<file path="src/rtl/top_selftest_driver_if.sv">
// -----------------------------------------------------------------------------
// top_selftest_driver_if
//   Signal bundle between the on-chip self-test driver and the AND datapath it
//   exercises (plus the run-control/status seen by whoever launches the test).
//
//   master : the self-test driver (consumes start/c, produces stimulus+status)
//   slave  : the environment (datapath response, run request, status reader)
//
//   start          run request
//   c              datapath response
//   a, b           datapath stimulus
//   busy           run in progress
//   done           run finished (level)
//   pass           done with zero mismatches
//   vec_count      vectors checked in current/last run
//   err_count      mismatches, saturating
//   first_err_idx  index of first mismatching vector
// -----------------------------------------------------------------------------
interface top_selftest_driver_if #(
    parameter int unsigned ERR_WIDTH = 8,
    parameter int unsigned VEC_BITS  = 7
);
    logic                 start;
    logic                 c;
    logic                 a;
    logic                 b;
    logic                 busy;
    logic                 done;
    logic                 pass;
    logic [VEC_BITS-1:0]  vec_count;
    logic [ERR_WIDTH-1:0] err_count;
    logic [VEC_BITS-1:0]  first_err_idx;

    modport master (
        input  start, c,
        output a, b, busy, done, pass, vec_count, err_count, first_err_idx
    );

    modport slave (
        output start, c,
        input  a, b, busy, done, pass, vec_count, err_count, first_err_idx
    );
endinterface

</file>
<file path="src/rtl/top_selftest_driver.sv">
// -----------------------------------------------------------------------------
// top_selftest_driver
//   Synthesizable stimulus generator / response checker for the AND datapath
//   (c = a & b). Each vector takes a/b from a 16-bit Galois LFSR, lets them
//   settle SETTLE_CYCLES extra cycles, samples c, and counts vectors and
//   mismatches. done/pass report the outcome of a run.
//
// Ports
//   clk    in  system clock, all logic on posedge
//   rst_n  in  asynchronous active-low reset
//   tst    master side of top_selftest_driver_if (start, c in; a, b, busy,
//          done, pass, vec_count, err_count, first_err_idx out)
// -----------------------------------------------------------------------------
module top_selftest_driver #(
    parameter int unsigned NUM_VECTORS   = 100,
    parameter int unsigned SETTLE_CYCLES = 1,
    parameter logic [15:0] LFSR_SEED     = 16'hACE1,
    parameter int unsigned ERR_WIDTH     = 8,
    localparam int unsigned VEC_BITS     = $clog2(NUM_VECTORS + 1)
) (
    input  logic                 clk,
    input  logic                 rst_n,
    top_selftest_driver_if.master tst
);
    // An all-zero seed would lock the LFSR, so it is replaced by 1.
    localparam logic [15:0] SEED_EFF  = (LFSR_SEED == 16'h0000) ? 16'h0001 : LFSR_SEED;
    localparam logic [15:0] LFSR_MASK = 16'hB400;

    // The settle counter only ever holds SETTLE_CYCLES-1 down to 0.
    localparam int unsigned SET_W = (SETTLE_CYCLES > 1) ? $clog2(SETTLE_CYCLES) : 1;
    localparam logic [SET_W-1:0] SETTLE_LOAD =
        SET_W'((SETTLE_CYCLES > 0) ? (SETTLE_CYCLES - 1) : 0);

    localparam logic [VEC_BITS-1:0]  LAST_VEC = VEC_BITS'(NUM_VECTORS - 1);
    localparam logic [ERR_WIDTH-1:0] ERR_MAX  = '1;

    typedef enum logic [2:0] {
        ST_IDLE,
        ST_DRIVE,
        ST_SETTLE,
        ST_CHECK,
        ST_DONE
    } state_t;

    state_t               state_q, state_d;
    logic [15:0]          lfsr_q, lfsr_d;
    logic                 a_q, a_d;
    logic                 b_q, b_d;
    logic [VEC_BITS-1:0]  vec_q, vec_d;
    logic [ERR_WIDTH-1:0] err_q, err_d;
    logic [VEC_BITS-1:0]  first_q, first_d;
    logic [SET_W-1:0]     settle_q, settle_d;

    logic [15:0]          lfsr_adv;
    logic                 mismatch;

    // Galois step: shift right, fold the mask in when the outgoing bit is 1.
    genvar gi;
    generate
        for (gi = 0; gi < 15; gi++) begin : g_lfsr
            assign lfsr_adv[gi] = lfsr_q[gi+1] ^ (LFSR_MASK[gi] & lfsr_q[0]);
        end
    endgenerate
    assign lfsr_adv[15] = LFSR_MASK[15] & lfsr_q[0];

    assign mismatch = (tst.c != (a_q & b_q));

    always_comb begin
        state_d  = state_q;
        lfsr_d   = lfsr_q;
        a_d      = a_q;
        b_d      = b_q;
        vec_d    = vec_q;
        err_d    = err_q;
        first_d  = first_q;
        settle_d = settle_q;

        case (state_q)
            ST_IDLE, ST_DONE: begin
                // a/b keep their last values; only the run bookkeeping restarts.
                if (tst.start) begin
                    lfsr_d  = SEED_EFF;
                    vec_d   = '0;
                    err_d   = '0;
                    first_d = '0;
                    state_d = ST_DRIVE;
                end
            end
            ST_DRIVE: begin
                a_d = lfsr_q[0];
                b_d = lfsr_q[1];
                if (SETTLE_CYCLES > 0) begin
                    settle_d = SETTLE_LOAD;
                    state_d  = ST_SETTLE;
                end else begin
                    state_d = ST_CHECK;
                end
            end
            ST_SETTLE: begin
                if (settle_q == '0) begin
                    state_d = ST_CHECK;
                end else begin
                    settle_d = settle_q - 1'b1;
                end
            end
            ST_CHECK: begin
                if (mismatch) begin
                    if (err_q != ERR_MAX) begin
                        err_d = err_q + 1'b1;
                    end
                    if (err_q == '0) begin
                        first_d = vec_q;
                    end
                end
                vec_d   = vec_q + 1'b1;
                lfsr_d  = lfsr_adv;
                state_d = (vec_q == LAST_VEC) ? ST_DONE : ST_DRIVE;
            end
            default: state_d = ST_IDLE;
        endcase
    end

    always_ff @(posedge clk or negedge rst_n) begin
        if (!rst_n) begin
            state_q  <= ST_IDLE;
            lfsr_q   <= SEED_EFF;
            a_q      <= 1'b0;
            b_q      <= 1'b0;
            vec_q    <= '0;
            err_q    <= '0;
            first_q  <= '0;
            settle_q <= '0;
        end else begin
            state_q  <= state_d;
            lfsr_q   <= lfsr_d;
            a_q      <= a_d;
            b_q      <= b_d;
            vec_q    <= vec_d;
            err_q    <= err_d;
            first_q  <= first_d;
            settle_q <= settle_d;
        end
    end

    assign tst.a             = a_q;
    assign tst.b             = b_q;
    assign tst.busy          = (state_q == ST_DRIVE) || (state_q == ST_SETTLE) ||
                               (state_q == ST_CHECK);
    assign tst.done          = (state_q == ST_DONE);
    assign tst.pass          = (state_q == ST_DONE) && (err_q == '0);
    assign tst.vec_count     = vec_q;
    assign tst.err_count     = err_q;
    assign tst.first_err_idx = first_q;

endmodule

</file>
<file path="src/flat_wrapper.sv">
// flat-port wrapper written by rule: the top's interface ports become plain ports
module top_selftest_driver_flat 
#(
    parameter int unsigned NUM_VECTORS   = 100,
    parameter int unsigned SETTLE_CYCLES = 1,
    parameter logic [15:0] LFSR_SEED     = 16'hACE1,
    parameter int unsigned ERR_WIDTH     = 8,
    localparam int unsigned VEC_BITS     = $clog2(NUM_VECTORS + 1)
)
  (clk, rst_n, tst_start, tst_c, tst_a, tst_b, tst_busy, tst_done, tst_pass, tst_vec_count, tst_err_count, tst_first_err_idx);
  top_selftest_driver_if #(.ERR_WIDTH(ERR_WIDTH), .VEC_BITS(7)) tst_i ();
  input  logic clk;
  input  logic rst_n;
  input wire logic [$bits(tst_i.start)-1:0] tst_start;
  input wire logic [$bits(tst_i.c)-1:0] tst_c;
  output wire logic [$bits(tst_i.a)-1:0] tst_a;
  output wire logic [$bits(tst_i.b)-1:0] tst_b;
  output wire logic [$bits(tst_i.busy)-1:0] tst_busy;
  output wire logic [$bits(tst_i.done)-1:0] tst_done;
  output wire logic [$bits(tst_i.pass)-1:0] tst_pass;
  output wire logic [$bits(tst_i.vec_count)-1:0] tst_vec_count;
  output wire logic [$bits(tst_i.err_count)-1:0] tst_err_count;
  output wire logic [$bits(tst_i.first_err_idx)-1:0] tst_first_err_idx;
  assign tst_i.start = tst_start;
  assign tst_i.c = tst_c;
  assign tst_a = tst_i.a;
  assign tst_b = tst_i.b;
  assign tst_busy = tst_i.busy;
  assign tst_done = tst_i.done;
  assign tst_pass = tst_i.pass;
  assign tst_vec_count = tst_i.vec_count;
  assign tst_err_count = tst_i.err_count;
  assign tst_first_err_idx = tst_i.first_err_idx;
  top_selftest_driver #(.NUM_VECTORS(NUM_VECTORS), .SETTLE_CYCLES(SETTLE_CYCLES), .LFSR_SEED(LFSR_SEED), .ERR_WIDTH(ERR_WIDTH)) u_core (.clk(clk), .rst_n(rst_n), .tst(tst_i));
endmodule
</file>
<file path="config.mk">
export PLATFORM = sky130hd
export DESIGN_NAME = top_selftest_driver_flat
export DESIGN_NICKNAME = d
export VERILOG_FILES = /design/src/rtl/top_selftest_driver_if.sv /design/src/rtl/top_selftest_driver.sv /design/src/flat_wrapper.sv
export SDC_FILE = /design/constraint.sdc
export NUM_CORES = 1
export LEC_CHECK = 0
export CORE_MARGIN = 4
export CORE_UTILIZATION = 52
export DETAILED_ROUTE_END_ITERATION = 12
export GPL_ROUTABILITY_DRIVEN = 1
export HOLD_SLACK_MARGIN = 0.15
export PLACE_DENSITY_LB_ADDON = 0.15
export SKIP_CTS_REPAIR_TIMING = 1
export SYNTH_ARGS = -nofsm -noshare
export SYNTH_HDL_FRONTEND = slang
export SYNTH_SLANG_ARGS = --single-unit
</file>
<file path="constraint.sdc">
create_clock -name clk -period 2.8 [get_ports clk]
set_input_delay 0.42 -clock clk [delete_from_list [all_inputs] [get_ports clk]]
set_output_delay 0.42 -clock clk [all_outputs]
set_load 0.02 [all_outputs]
</file>
==> reports/results.tsv, run 1 <==
stage	metric	value	unit
worst_setup_path	CP Capture Point	tst_pass	
layout	layout overhead on the synthesized area	21.8	%
clock_tree	source-to-sink clock delay at the later pin of the worst-skew pair	0.29	ns
worst_setup_path	end of the worst register-to-register path	u_core.tst.first_err_idx[3]	
synthesis	cell taking the most area after synthesis	sky130_fd_sc_hd__dfrtp_1	
timing	transition time at the pin with the least slew margin	0.933	ns
floorplan	FP Rows	22	
routing	overall via count from detail_route	1549	
pwr	Leak	0.00103	uW
global_route	grt total ovfl	0	
timing	worst slew slack as a fraction of its limit	37.8	%
floorplan	overall die height	69.8	um
pwr	logic gate share of total power	42.1	%
floorplan	Initial Utilization	53.8	%
synthesis	Yosys warning total	0	
routing	number of nets with antenna violations after routing	0	
floorplan	total die area	4870	um^2
outcome	status	finished, final reports clean	
clock_tree	number of clock sinks	43	
synthesis	post-synthesis area per instance	11.3	um^2
clock_tree	TritonCTS clock tree	yes	
timing	final setup TNS	0	ns
timing	Final Setup Violations	0	
timing	Worst Skew	0.00440	ns
synthesis	Synth Instances	175	
floorplan	Boundary Pins	31	
worst_setup_path	cells on worst reg2reg path	6	
synthesis	number of synthesized flops with an enable pin	0	
worst_hold_path	path class of the lowest-slack min-delay path	in2async	
synthesis	portion of the post-synthesis area used by sequential elements	54.7	%
worst_setup_path	start-to-end type of the worst setup path	reg2out	
worst_setup_path	R2R Path Start	u_core.tst.err_count[0]	
place	routability congestion estimate	0.864	
pwr	sequential share of power	40.1	%
worst_setup_path	top fanout value on the critical path	6	
synthesis	count of state elements after synthesis	43	
clock_tree	CTS HTree Levels	2	
routing	Total Wirelength	4.31	mm
timing	RSZ-0062 raised after global routing	no	
worst_setup_path	peak per-stage delay on the critical path	0.46	ns
layout	number of inserted diodes	0	
timing	Tcrit/Tclk final	81.1	%
global_route	number of antenna violations at the first check in global routing	0	
pwr	proportion of total power due to net switching	39.2	%
layout	share of layout cells above drive strength 1	14.6	%
routing	Initial DRC Count	158	
worst_setup_path	timing startpoint of the critical path	u_core.tst.err_count[0]	
place	Port Buffers	30	
layout	core utilization of the finished layout	65.6	%
floorplan	Std-Cell Core Area	3690	um^2
routing	number of remaining DRC errors	0	
synthesis	leading cell types by total area after synthesis	sky130_fd_sc_hd__dfrtp_1 (44%), sky130_fd_sc_hd__dfstp_2 (11%), sky130_fd_sc_hd__a22o_1 (6.6%)	
synthesis	post-synth cell types	49	
synthesis	area share of the largest cell type after synthesis	44.1	%
synthesis	Mapped Area	1990	um^2
pwr	Max VDD drop	0.000699	V
worst_setup_path	Worst setup SP type	flip-flop	
layout	filler cell count	314	
pwr	power spent charging and discharging nets	1090	uW
worst_setup_path	data required time of the critical path	2.38	ns
synthesis	top_reg_cell synth	sky130_fd_sc_hd__dfrtp_1	
worst_setup_path	arrival time of the worst setup path	1.85	ns
synthesis	share of flip-flops with an asynchronous set or reset after synthesis	100	%
synthesis	Post-Syn Nets	182	
timing	final hold violation count	0	
pwr	pwr/cell area	1150	nW/um^2
routing	mean number of vias per cell	6.12	
global_route	vias in the first global route	1520	
global_route	pin count of the biggest net entering global routing	44	
pwr	Clock Power Share	17.8	%
floorplan	Die X-Extent	69.8	um
timing	final hold slack	0.260	ns
timing	fin crit period	2.27	ns
layout	# nets final	211	
clock_tree	clock buffer count from CTS	5	
place	post-detail-place hpwl	2.93	mm
clock_tree	root buf cell	sky130_fd_sc_hd__clkbuf_8	
worst_setup_path	worst-case register-to-register setup slack	0.81	ns
routing	Pre-Repair DR Iteration Count	4	
routing	wire length per cell after detailed routing	17.0	um
worst_setup_path	Slowest cell on crit path	sky130_fd_sc_hd__or4b_4	
worst_setup_path	crit path capture type	output pin	
clock_tree	maximum buffer depth of the clock tree	2	
clock_tree	register clock-pin slew on the reported worst setup and hold paths	0.09	ns
worst_setup_path	chain of cells forming the critical path	inv_1 -> ha_1 -> or4b_4 -> nor3_1 -> dlymetal6s2s_1	
timing	count of pins over their slew limit	0	
pwr	internal cell power	1690	uW
global_route	wire length of the first global-routing pass	7.63	mm
flow_run	number of max-cap violations	0	
global_route	global-route usage over all layers	19.2	%
timing	f_max	440	MHz
cells in the final DEF (no fill, tap or decap), types with 2 or more instances in the layout:
master	netlist	final
sky130_fd_sc_hd__or4_1	2	2
sky130_fd_sc_hd__dfstp_2	8	8
sky130_fd_sc_hd__buf_4	0	2
sky130_fd_sc_hd__nand3_1	6	6
sky130_fd_sc_hd__ha_1	3	3
sky130_fd_sc_hd__a21oi_1	5	5
sky130_fd_sc_hd__mux2_2	2	2
sky130_fd_sc_hd__nand4_1	5	5
sky130_fd_sc_hd__o22a_1	6	6
sky130_fd_sc_hd__a31oi_1	4	4
sky130_fd_sc_hd__nor2b_1	2	2
sky130_fd_sc_hd__dfrtp_1	35	35
sky130_fd_sc_hd__o31ai_1	3	3
sky130_fd_sc_hd__o21ai_0	12	12
sky130_fd_sc_hd__nand2_1	9	9
sky130_fd_sc_hd__clkbuf_8	0	5
sky130_fd_sc_hd__nand3b_1	2	2
sky130_fd_sc_hd__inv_1	5	5
sky130_fd_sc_hd__and2_1	2	2
sky130_fd_sc_hd__nor2_1	7	7
sky130_fd_sc_hd__a211oi_1	2	2
sky130_fd_sc_hd__clkdlybuf4s50_1	0	28
sky130_fd_sc_hd__xnor2_1	4	4
sky130_fd_sc_hd__o311ai_1	2	2
sky130_fd_sc_hd__o211ai_1	2	2
sky130_fd_sc_hd__a22o_1	15	15
routing by layer:
| layer | GRT usage [%] | part of all wire, % |
|---|---|---|
| met5 | 0 | 0 |
| met4 | 4.89 | 0.79 |
| met3 | 3.91 | 4.4 |
| met2 | 29.8 | 48 |
| met1 | 27.5 | 47 |
synth_stat cells (all sizes together) (2+ instances only):
| master | instances |
|---|---|
| dfrtp | 35 |
| or2 | 2 |
| inv | 5 |
| xnor2 | 4 |
| nor2b | 2 |
| a31oi | 4 |
| dfstp | 8 |
| o21ai | 13 |
| ha | 3 |
| nand3b | 2 |
| a211oi | 3 |
| or4 | 2 |
| and2 | 3 |
| nand2 | 9 |
| nand4 | 5 |
| a21oi | 5 |
| a22o | 15 |
| buf | 6 |
| clkbuf | 4 |
| o22a | 6 |
| nand3 | 6 |
| o311ai | 3 |
| mux2 | 2 |
| o211ai | 2 |
| o31ai | 3 |
| nor2 | 7 |
power groups by stage:
stage	sequential [uW]	clock (uW)	combinational [uW]
2_1_floorplan	1140	0	766
3_3_place_gp	1090	0	1140
3_5_place_dp	1120	0	1170
4_1_cts	1110	503	1180
5_1_grt	1160	532	1280
6_report	1110	494	1170
how the worst min path moves through the flow:
stage,from,end,slack [ns],depth (start not counted)
after floorplan,rst_n,u_core.lfsr_q[12],0.12,0
after global placement,u_core.lfsr_q[12],u_core.lfsr_q[12],0.47,2
after detailed placement,u_core.lfsr_q[12],u_core.lfsr_q[12],0.49,2
after CTS,rst_n,u_core.lfsr_q[9],0.29,1
after global routing,rst_n,u_core.tst.vec_count[4],0.34,1
final,rst_n,u_core.tst.first_err_idx[4],0.26,1
area by class of cell:
| type | count | area (um^2) | area share [%] |
|---|---|---|---|
| repair buffers | 32 | 313 | 12.9 |
| inverters | 5 | 18.8 | 0.776 |
| clock buffers | 5 | 68.8 | 2.85 |
| multi-input cells | 117 | 825 | 34.1 |
| well taps | 48 | 60.1 | 2.48 |
| flip-flops and latches | 43 | 1090 | 44.9 |
| clock inverters | 3 | 47.5 | 1.97 |
sequential cells by signal, summed over array words and instances, names as in the netlist:
register / count
u_core.lfsr_q: 16
u_core.tst.first_err_idx: 7
u_core.state_q: 3
u_core.tst.a: 1
u_core.tst.vec_count: 7
u_core.tst.b: 1
u_core.tst.err_count: 8
per-stage QoR:
step	std cells	cell area, um^2	power [uW]	setup WS, ns
after floorplan	175	1990	1900	0.720
after CTS	253	2420	2790	0.121
after global routing	253	2420	2970	0.355
after global placement	245	2300	2230	0.507
final	253	2420	2780	0.529
after detailed placement	245	2300	2290	0.444
kinds of logic after synthesis:
logic type | synth area share (%)
adders and majority gates | 1.89
DFF | 54.7
xor gates and xnor gates | 2.21
and+or+nand+nor | 13.7
muxes | 1.64
buffers and inverters | 3.78
AOI/OAI and AO/OA | 22.1
worst max-delay path: cells and delay by family, from the launching register on:
| family | cells | cell delay, ns |
|---|---|---|
| simple gates | 2 | 0.65 |
| flops | 1 | 0.45 |
| buf+inv | 2 | 0.34 |
| fa+ha+maj | 1 | 0.13 |
Note: power is estimated with default switching activity, not from simulation.
==> run 2, diff against run 1 <==
- CORE_UTILIZATION: 52 -> 48
- clock period: 2.8 -> 1.9 ns (I/O delays scaled with it)
==> run 2 against run 1 <==
The run now ends with setup timing left. Wire length rose by 9.4%. Worst hold slack improved by 0.24 ns. Critical path depth did not move. Count of clock-buffer cells in the layout rose by 1. Combinational power rose by 77%. Clock skew rose by 0.0067 ns. Largest cell class unchanged. Utilization barely moved.
==> reports/results.tsv, run 2 (synthesis gave the netlist of run 1 again) <==
stage	metric	value	unit
layout	number of inserted diodes	0	
worst_setup_path	arrival time of the worst setup path	1.67	ns
routing	number of nets with antenna violations after routing	0	
worst_setup_path	Worst setup SP type	flip-flop	
flow_run	number of max-cap violations	0	
layout	post-route design area	2620	um^2
worst_setup_path	top fanout value on the critical path	2	
timing	count of pins over their slew limit	0	
floorplan	FP Rows	23	
place	post-detail-place hpwl	3.26	mm
outcome	failing checks	setup timing	
clock_tree	clock buffer count from CTS	5	
global_route	global routing met2 resource utilization	29.0	%
layout	register ranked first by flip-flop count	u_core.lfsr_q	
routing	number of remaining DRC errors	0	
layout	non-filler instance count after layout	277	
worst_setup_path	Slowest cell on crit path	sky130_fd_sc_hd__or4b_4	
outcome	status	finished, violations left	
timing	transition time at the pin with the least slew margin	0.655	ns
global_route	pin count of the biggest net entering global routing	31	
pwr	Leak	0.00114	uW
worst_setup_path	Top Family by Delay on Critical Path	simple AND/OR/NAND/NOR gates	
floorplan	total die area	5230	um^2
worst_setup_path	data required time of the critical path	1.62	ns
routing	wire length per cell after detailed routing	17.0	um
routing	Total Wirelength	4.71	mm
floorplan	Std-Cell Core Area	4000	um^2
layout	commonest cells after routing, fill and taps aside	sky130_fd_sc_hd__dfrtp_1 (35), sky130_fd_sc_hd__clkdlybuf4s50_1 (27), sky130_fd_sc_hd__buf_4 (22), sky130_fd_sc_hd__a22o_1 (15), sky130_fd_sc_hd__o21ai_0 (12)	
worst_hold_path	path class of the lowest-slack min-delay path	reg2reg	
floorplan	Die X-Extent	72.3	um
worst_setup_path	peak per-stage delay on the critical path	0.49	ns
worst_setup_path	start-to-end type of the worst setup path	reg2out	
routing	mean number of vias per cell	5.98	
global_route	vias in the first global route	1582	
layout	flip-flop count of the largest register after layout	16	
pwr	total power	4370	uW
clock_tree	source-to-sink clock delay at the later pin of the worst-skew pair	0.30	ns
layout	layout overhead on the synthesized area	32.1	%
global_route	wire length of the first global-routing pass	7.81	mm
place	routability congestion estimate	0.880	
timing	Tcrit/Tclk final	103	%
floorplan	Initial Utilization	49.6	%
pwr	pwr/cell area	1670	nW/um^2
global_route	grt total ovfl	0	
worst_setup_path	crit path capture type	output pin	
timing	final hold violation count	0	
global_route	Top Usage Layer GRT	met2	
worst_setup_path	chain of cells forming the critical path	inv_2 -> ha_1 -> or4b_4 -> nor3_4 -> buf_6	
global_route	met3 track demand over resource in global routing	5.26	%
timing	Worst Skew	0.0111	ns
timing	RSZ-0062 raised after global routing	yes	
layout	core utilization of the finished layout	65.6	%
global_route	number of antenna violations at the first check in global routing	0	
timing	post-route worst setup slack	-0.0522	ns
timing	fin crit period	1.95	ns
global_route	met1 capacity usage during global routing	26.8	%
worst_setup_path	Crit path buffers/inverters	2	
global_route	global-route usage over all layers	19.1	%
clock_tree	maximum buffer depth of the clock tree	2	
layout	most common cell after layout, fill and taps aside	sky130_fd_sc_hd__dfrtp_1	
timing	f_max	512	MHz
clock_tree	root buf cell	sky130_fd_sc_hd__clkbuf_8	
place	Port Buffers	30	
clock_tree	register clock-pin slew on the reported worst setup and hold paths	0.08	ns
place	Cell Area, Placed	2460	um^2
routing	Initial DRC Count	142	
clock_tree	number of clock sinks	43	
routing	overall via count from detail_route	1657	
floorplan	overall die height	72.3	um
place	Cell Count Post-Placement	267	
layout	share of layout cells above drive strength 1	24.2	%
layout	# nets final	233	
floorplan	Boundary Pins	31	
pwr	Max VDD drop	0.000728	V
clock_tree	CTS HTree Levels	2	
timing	worst slew slack as a fraction of its limit	56.3	%
layout	filler cell count	308	
clock_tree	TritonCTS clock tree	yes	
routing	Pre-Repair DR Iteration Count	4	
timing	Final Setup Violations	8	
run 2: path summary, 6_finish.rpt:
kind | startpoint | end | slack, ns | depth (start not counted)
worst max-delay path | u_core.tst.err_count[1] | tst_pass | -0.05 | 5
worst min-delay path | u_core.lfsr_q[12] | u_core.lfsr_q[12] | 0.50 | 2
worst max register to register | u_core.tst.err_count[1] | u_core.tst.first_err_idx[5] | -0.04 | 7
worst min register to register | u_core.lfsr_q[12] | u_core.lfsr_q[12] | 0.50 | 2
max in group asynchronous | rst_n | u_core.tst.vec_count[5] | 0.77 | 3
min in group asynchronous | rst_n | u_core.lfsr_q[8] | 0.54 | 2
run 2: metal layers:
layer  part of all wire, %  wire length [um]  vias to the layer above
li1                      -                 -                      761
met1                    46              2170                      824
met2                    47              2210                       64
met3                   5.6               266                        8
met4                   1.3                61                        0
met5                     0                 0                        -
run 2: per-stage QoR:
step	setup TNS (ns)	worst slack (ns)	hold WS, ns
detailed placement	-1.46	-0.217	0.350
global route	-0.640	-0.105	0.527
CTS	-1.54	-0.547	0.0189
finish	-0.231	-0.0522	0.497
floorplan	0	0.0383	-0.0106
global placement	-0.430	-0.160	0.327
run 2: worst min-delay path, stage by stage (launching register included):
cell	delay, ns
sky130_fd_sc_hd__dfrtp_1	0.35
sky130_fd_sc_hd__nand2_1	0.05
sky130_fd_sc_hd__o21ai_0	0.06
run 2: cell type report:
type / count / area (um^2) / share of cell area (%)
Clock inverter: 2 / 37.5 / 1.43
Sequential cell: 43 / 1090 / 41.4
Timing Repair Buffer: 54 / 485 / 18.5
Multi-Input combinational cell: 117 / 860 / 32.8
Tap cell: 50 / 62.6 / 2.39
Inverter: 5 / 18.8 / 0.716
Clock buffer: 6 / 72.6 / 2.77
run 2: power breakdown:
group          internal [uW]  switching, uW  leakage [uW]
Combinational           1000           1070      0.000541
Sequential              1300            294      0.000546
Clock                    392            313     0.0000514
==> run 3, diff against run 2 <==
--- a/config.mk
+++ b/config.mk
@@ -6,6 +6,8 @@
 export NUM_CORES = 1
 export LEC_CHECK = 0
+export CELL_PAD_IN_SITES_DETAIL_PLACEMENT = 2
+export CELL_PAD_IN_SITES_GLOBAL_PLACEMENT = 2
 export CORE_MARGIN = 4
-export CORE_UTILIZATION = 48
+export CORE_UTILIZATION = 31
 export DETAILED_ROUTE_END_ITERATION = 12
 export GPL_ROUTABILITY_DRIVEN = 1
==> constraint.sdc (replaced) <==
create_clock -name clk -period 1.9 [get_ports clk]
set_input_delay 0.285 -clock clk [delete_from_list [all_inputs] [get_ports clk]]
set_output_delay 0.285 -clock clk [all_outputs]
set_load 0.01 [all_outputs]
==> run 3 against run 2 <==
The flow still finishes with violations (setup timing). Sequential power about the same. Fmax decreased by 0.96%. Combinational power increased by 6%. Setup slack got worse by 0.019 ns. Register-to-register slack improved by 0.06 ns. Worst hold slack improved by 0.0061 ns. Highest routed layer unchanged.
==> reports/results.tsv, run 3 (synthesis gave the netlist of run 1 again) <==
stage	metric	value	unit
routing	overall via count from detail_route	1665	
routing	wire length per cell after detailed routing	19.1	um
pwr	sequential share of power	36.2	%
pwr	pwr/cell area	1630	nW/um^2
layout	number of inserted diodes	0	
floorplan	Die X-Extent	88.0	um
worst_setup_path	worst-case register-to-register setup slack	0.02	ns
global_route	pin count of the biggest net entering global routing	44	
clock_tree	TritonCTS clock tree	yes	
worst_hold_path	hold_sp	u_core.lfsr_q[12]	
pwr	internal cell power	2670	uW
routing	Pre-Repair DR Iteration Count	4	
timing	worst slew slack as a fraction of its limit	63.0	%
floorplan	Std-Cell Core Area	6060	um^2
timing	final setup TNS	-0.0712	ns
place	Port Buffers	30	
layout	filler cell count	626	
layout	layout overhead on the synthesized area	34.7	%
place	setup slack after placement	-0.184	ns
timing	fin crit period	1.97	ns
timing	Final Setup Violations	1	
worst_setup_path	cells on worst reg2reg path	7	
clock_tree	clock buffer count from CTS	5	
worst_setup_path	R2R Path Start	u_core.tst.err_count[1]	
floorplan	overall die height	88.0	um
place	post-detail-place hpwl	4.21	mm
pwr	proportion of total power due to net switching	38.6	%
routing	Total Wirelength	5.86	mm
layout	post-route design area	2680	um^2
timing	Tcrit/Tclk final	104	%
pwr	Leak	0.00116	uW
global_route	vias in the first global route	1842	
worst_hold_path	Hold EP	u_core.lfsr_q[12]	
global_route	number of antenna violations at the first check in global routing	0	
worst_setup_path	Top Family by Delay on Critical Path	simple AND/OR/NAND/NOR gates	
timing	final hold slack	0.503	ns
pwr	Clock Power Share	13.4	%
worst_setup_path	end of the worst register-to-register path	u_core.tst.first_err_idx[0]	
worst_setup_path	data required time of the critical path	1.62	ns
layout	Multi-input gate area	868	um^2
place	routability congestion estimate	0.786	
worst_setup_path	start-to-end type of the worst setup path	reg2out	
clock_tree	register clock-pin slew on the reported worst setup and hold paths	0.08	ns
pwr	Max VDD drop	0.000561	V
clock_tree	maximum buffer depth of the clock tree	2	
worst_setup_path	Slowest cell on crit path	sky130_fd_sc_hd__or4b_4	
global_route	global-route usage over all layers	15.8	%
clock_tree	source-to-sink clock delay at the later pin of the worst-skew pair	0.29	ns
layout	# nets final	237	
routing	Initial DRC Count	29	
worst_setup_path	Crit path buffers/inverters	2	
timing	f_max	507	MHz
flow_run	number of max-cap violations	0	
place	Cell Area, Placed	2520	um^2
layout	total area of sequential cells	1090	um^2
routing	mean number of vias per cell	5.44	
worst_setup_path	crit path capture type	output pin	
clock_tree	CTS HTree Levels	2	
global_route	grt total ovfl	0	
timing	Worst Skew	0.00957	ns
worst_hold_path	path class of the lowest-slack min-delay path	reg2reg	
timing	transition time at the pin with the least slew margin	0.555	ns
timing	final hold violation count	0	
clock_tree	number of clock sinks	43	
worst_setup_path	chain of cells forming the critical path	inv_2 -> ha_4 -> or4b_4 -> nor3_1 -> buf_2	
floorplan	FP Rows	28	
layout	commonest cells after routing, fill and taps aside	sky130_fd_sc_hd__dfrtp_1 (35), sky130_fd_sc_hd__clkdlybuf4s50_1 (27), sky130_fd_sc_hd__buf_4 (25), sky130_fd_sc_hd__a22o_1 (15), sky130_fd_sc_hd__o21ai_0 (12)	
outcome	status	finished, violations left	
timing	post-route worst setup slack	-0.0712	ns
worst_setup_path	Worst setup SP type	flip-flop	
pwr	power spent charging and discharging nets	1680	uW
timing	RSZ-0062 raised after global routing	yes	
worst_setup_path	peak per-stage delay on the critical path	0.47	ns
global_route	wire length of the first global-routing pass	9.43	mm
floorplan	total die area	7750	um^2
pwr	logic gate share of total power	50.4	%
floorplan	Initial Utilization	32.8	%
layout	share of layout cells above drive strength 1	26.8	%
routing	number of remaining DRC errors	0	
worst_hold_path	count of cells along the worst hold path	2	
floorplan	Boundary Pins	31	
clock_tree	root buf cell	sky130_fd_sc_hd__clkbuf_8	
routing	number of nets with antenna violations after routing	0	
outcome	failing checks	setup timing	
worst_setup_path	top fanout value on the critical path	2	
layout	most common cell after layout, fill and taps aside	sky130_fd_sc_hd__dfrtp_1	
layout	register ranked first by flip-flop count	u_core.lfsr_q	
worst_setup_path	arrival time of the worst setup path	1.69	ns
timing	count of pins over their slew limit	0	
layout	flip-flop count of the largest register after layout	16	
[run 3: final cells by class]
class                           instances  share of cell area (%)
Sequential cell                        43                    40.6
Inverter                                5                   0.702
Clock inverter                          2                   0.514
Timing Repair Buffer                   58                    19.5
Clock buffer                            6                    2.71
Tap cell                               75                    3.51
Multi-Input combinational cell        117                    32.5
[run 3: power by group through the flow]
stage	registers (uW)	logic, uW	clock network (uW)
2_1_floorplan	1580	1120	0
3_3_place_gp	1560	1980	0
3_5_place_dp	1590	2080	0
4_1_cts	1580	2110	614
5_1_grt	1630	2410	652
6_report	1580	2190	585
[run 3: stage by stage]
stage	power (uW)	util (%)	cells
after floorplan	2700	-	175
after global routing	4690	44.1	306
final	4360	44.1	306
after CTS	4300	43.0	303
after global placement	3540	41.6	295
after detailed placement	3680	41.6	295
[run 3: worst max path at each step]
stage / from / endpoint / slack (ns) / cells after the start
after detailed placement: u_core.tst.err_count[1] / tst_pass / -0.18 / 5
final: u_core.tst.err_count[1] / tst_pass / -0.07 / 5
after global placement: u_core.tst.err_count[1] / tst_pass / -0.13 / 5
after global routing: u_core.tst.err_count[1] / tst_pass / -0.13 / 5
after floorplan: u_core.tst.err_count[0] / u_core.tst.first_err_idx[1] / 0.1 / 6
after CTS: u_core.tst.err_count[1] / tst_pass / -0.53 / 5
[run 3: metal layers]
| layer | vias up | track usage (%) | routed length [um] |
|---|---|---|---|
| met1 | 861 | 18.3 | 2470 |
| met4 | 0 | 4.95 | 69 |
| met5 | - | 0 | 0 |
| met3 | 6 | 3.10 | 213 |
| met2 | 30 | 29.2 | 3100 |
| li1 | 768 | - | - |
[run 3: worst reg2reg max path: stages (launching register included)]
cell and delay, ns:
sky130_fd_sc_hd__dfrtp_1 0.40, sky130_fd_sc_hd__inv_2 0.09, sky130_fd_sc_hd__ha_4 0.12, sky130_fd_sc_hd__or4b_4 0.47
sky130_fd_sc_hd__buf_6 0.14, sky130_fd_sc_hd__a211oi_4 0.21, sky130_fd_sc_hd__o21ai_4 0.13, sky130_fd_sc_hd__a22o_1 0.22
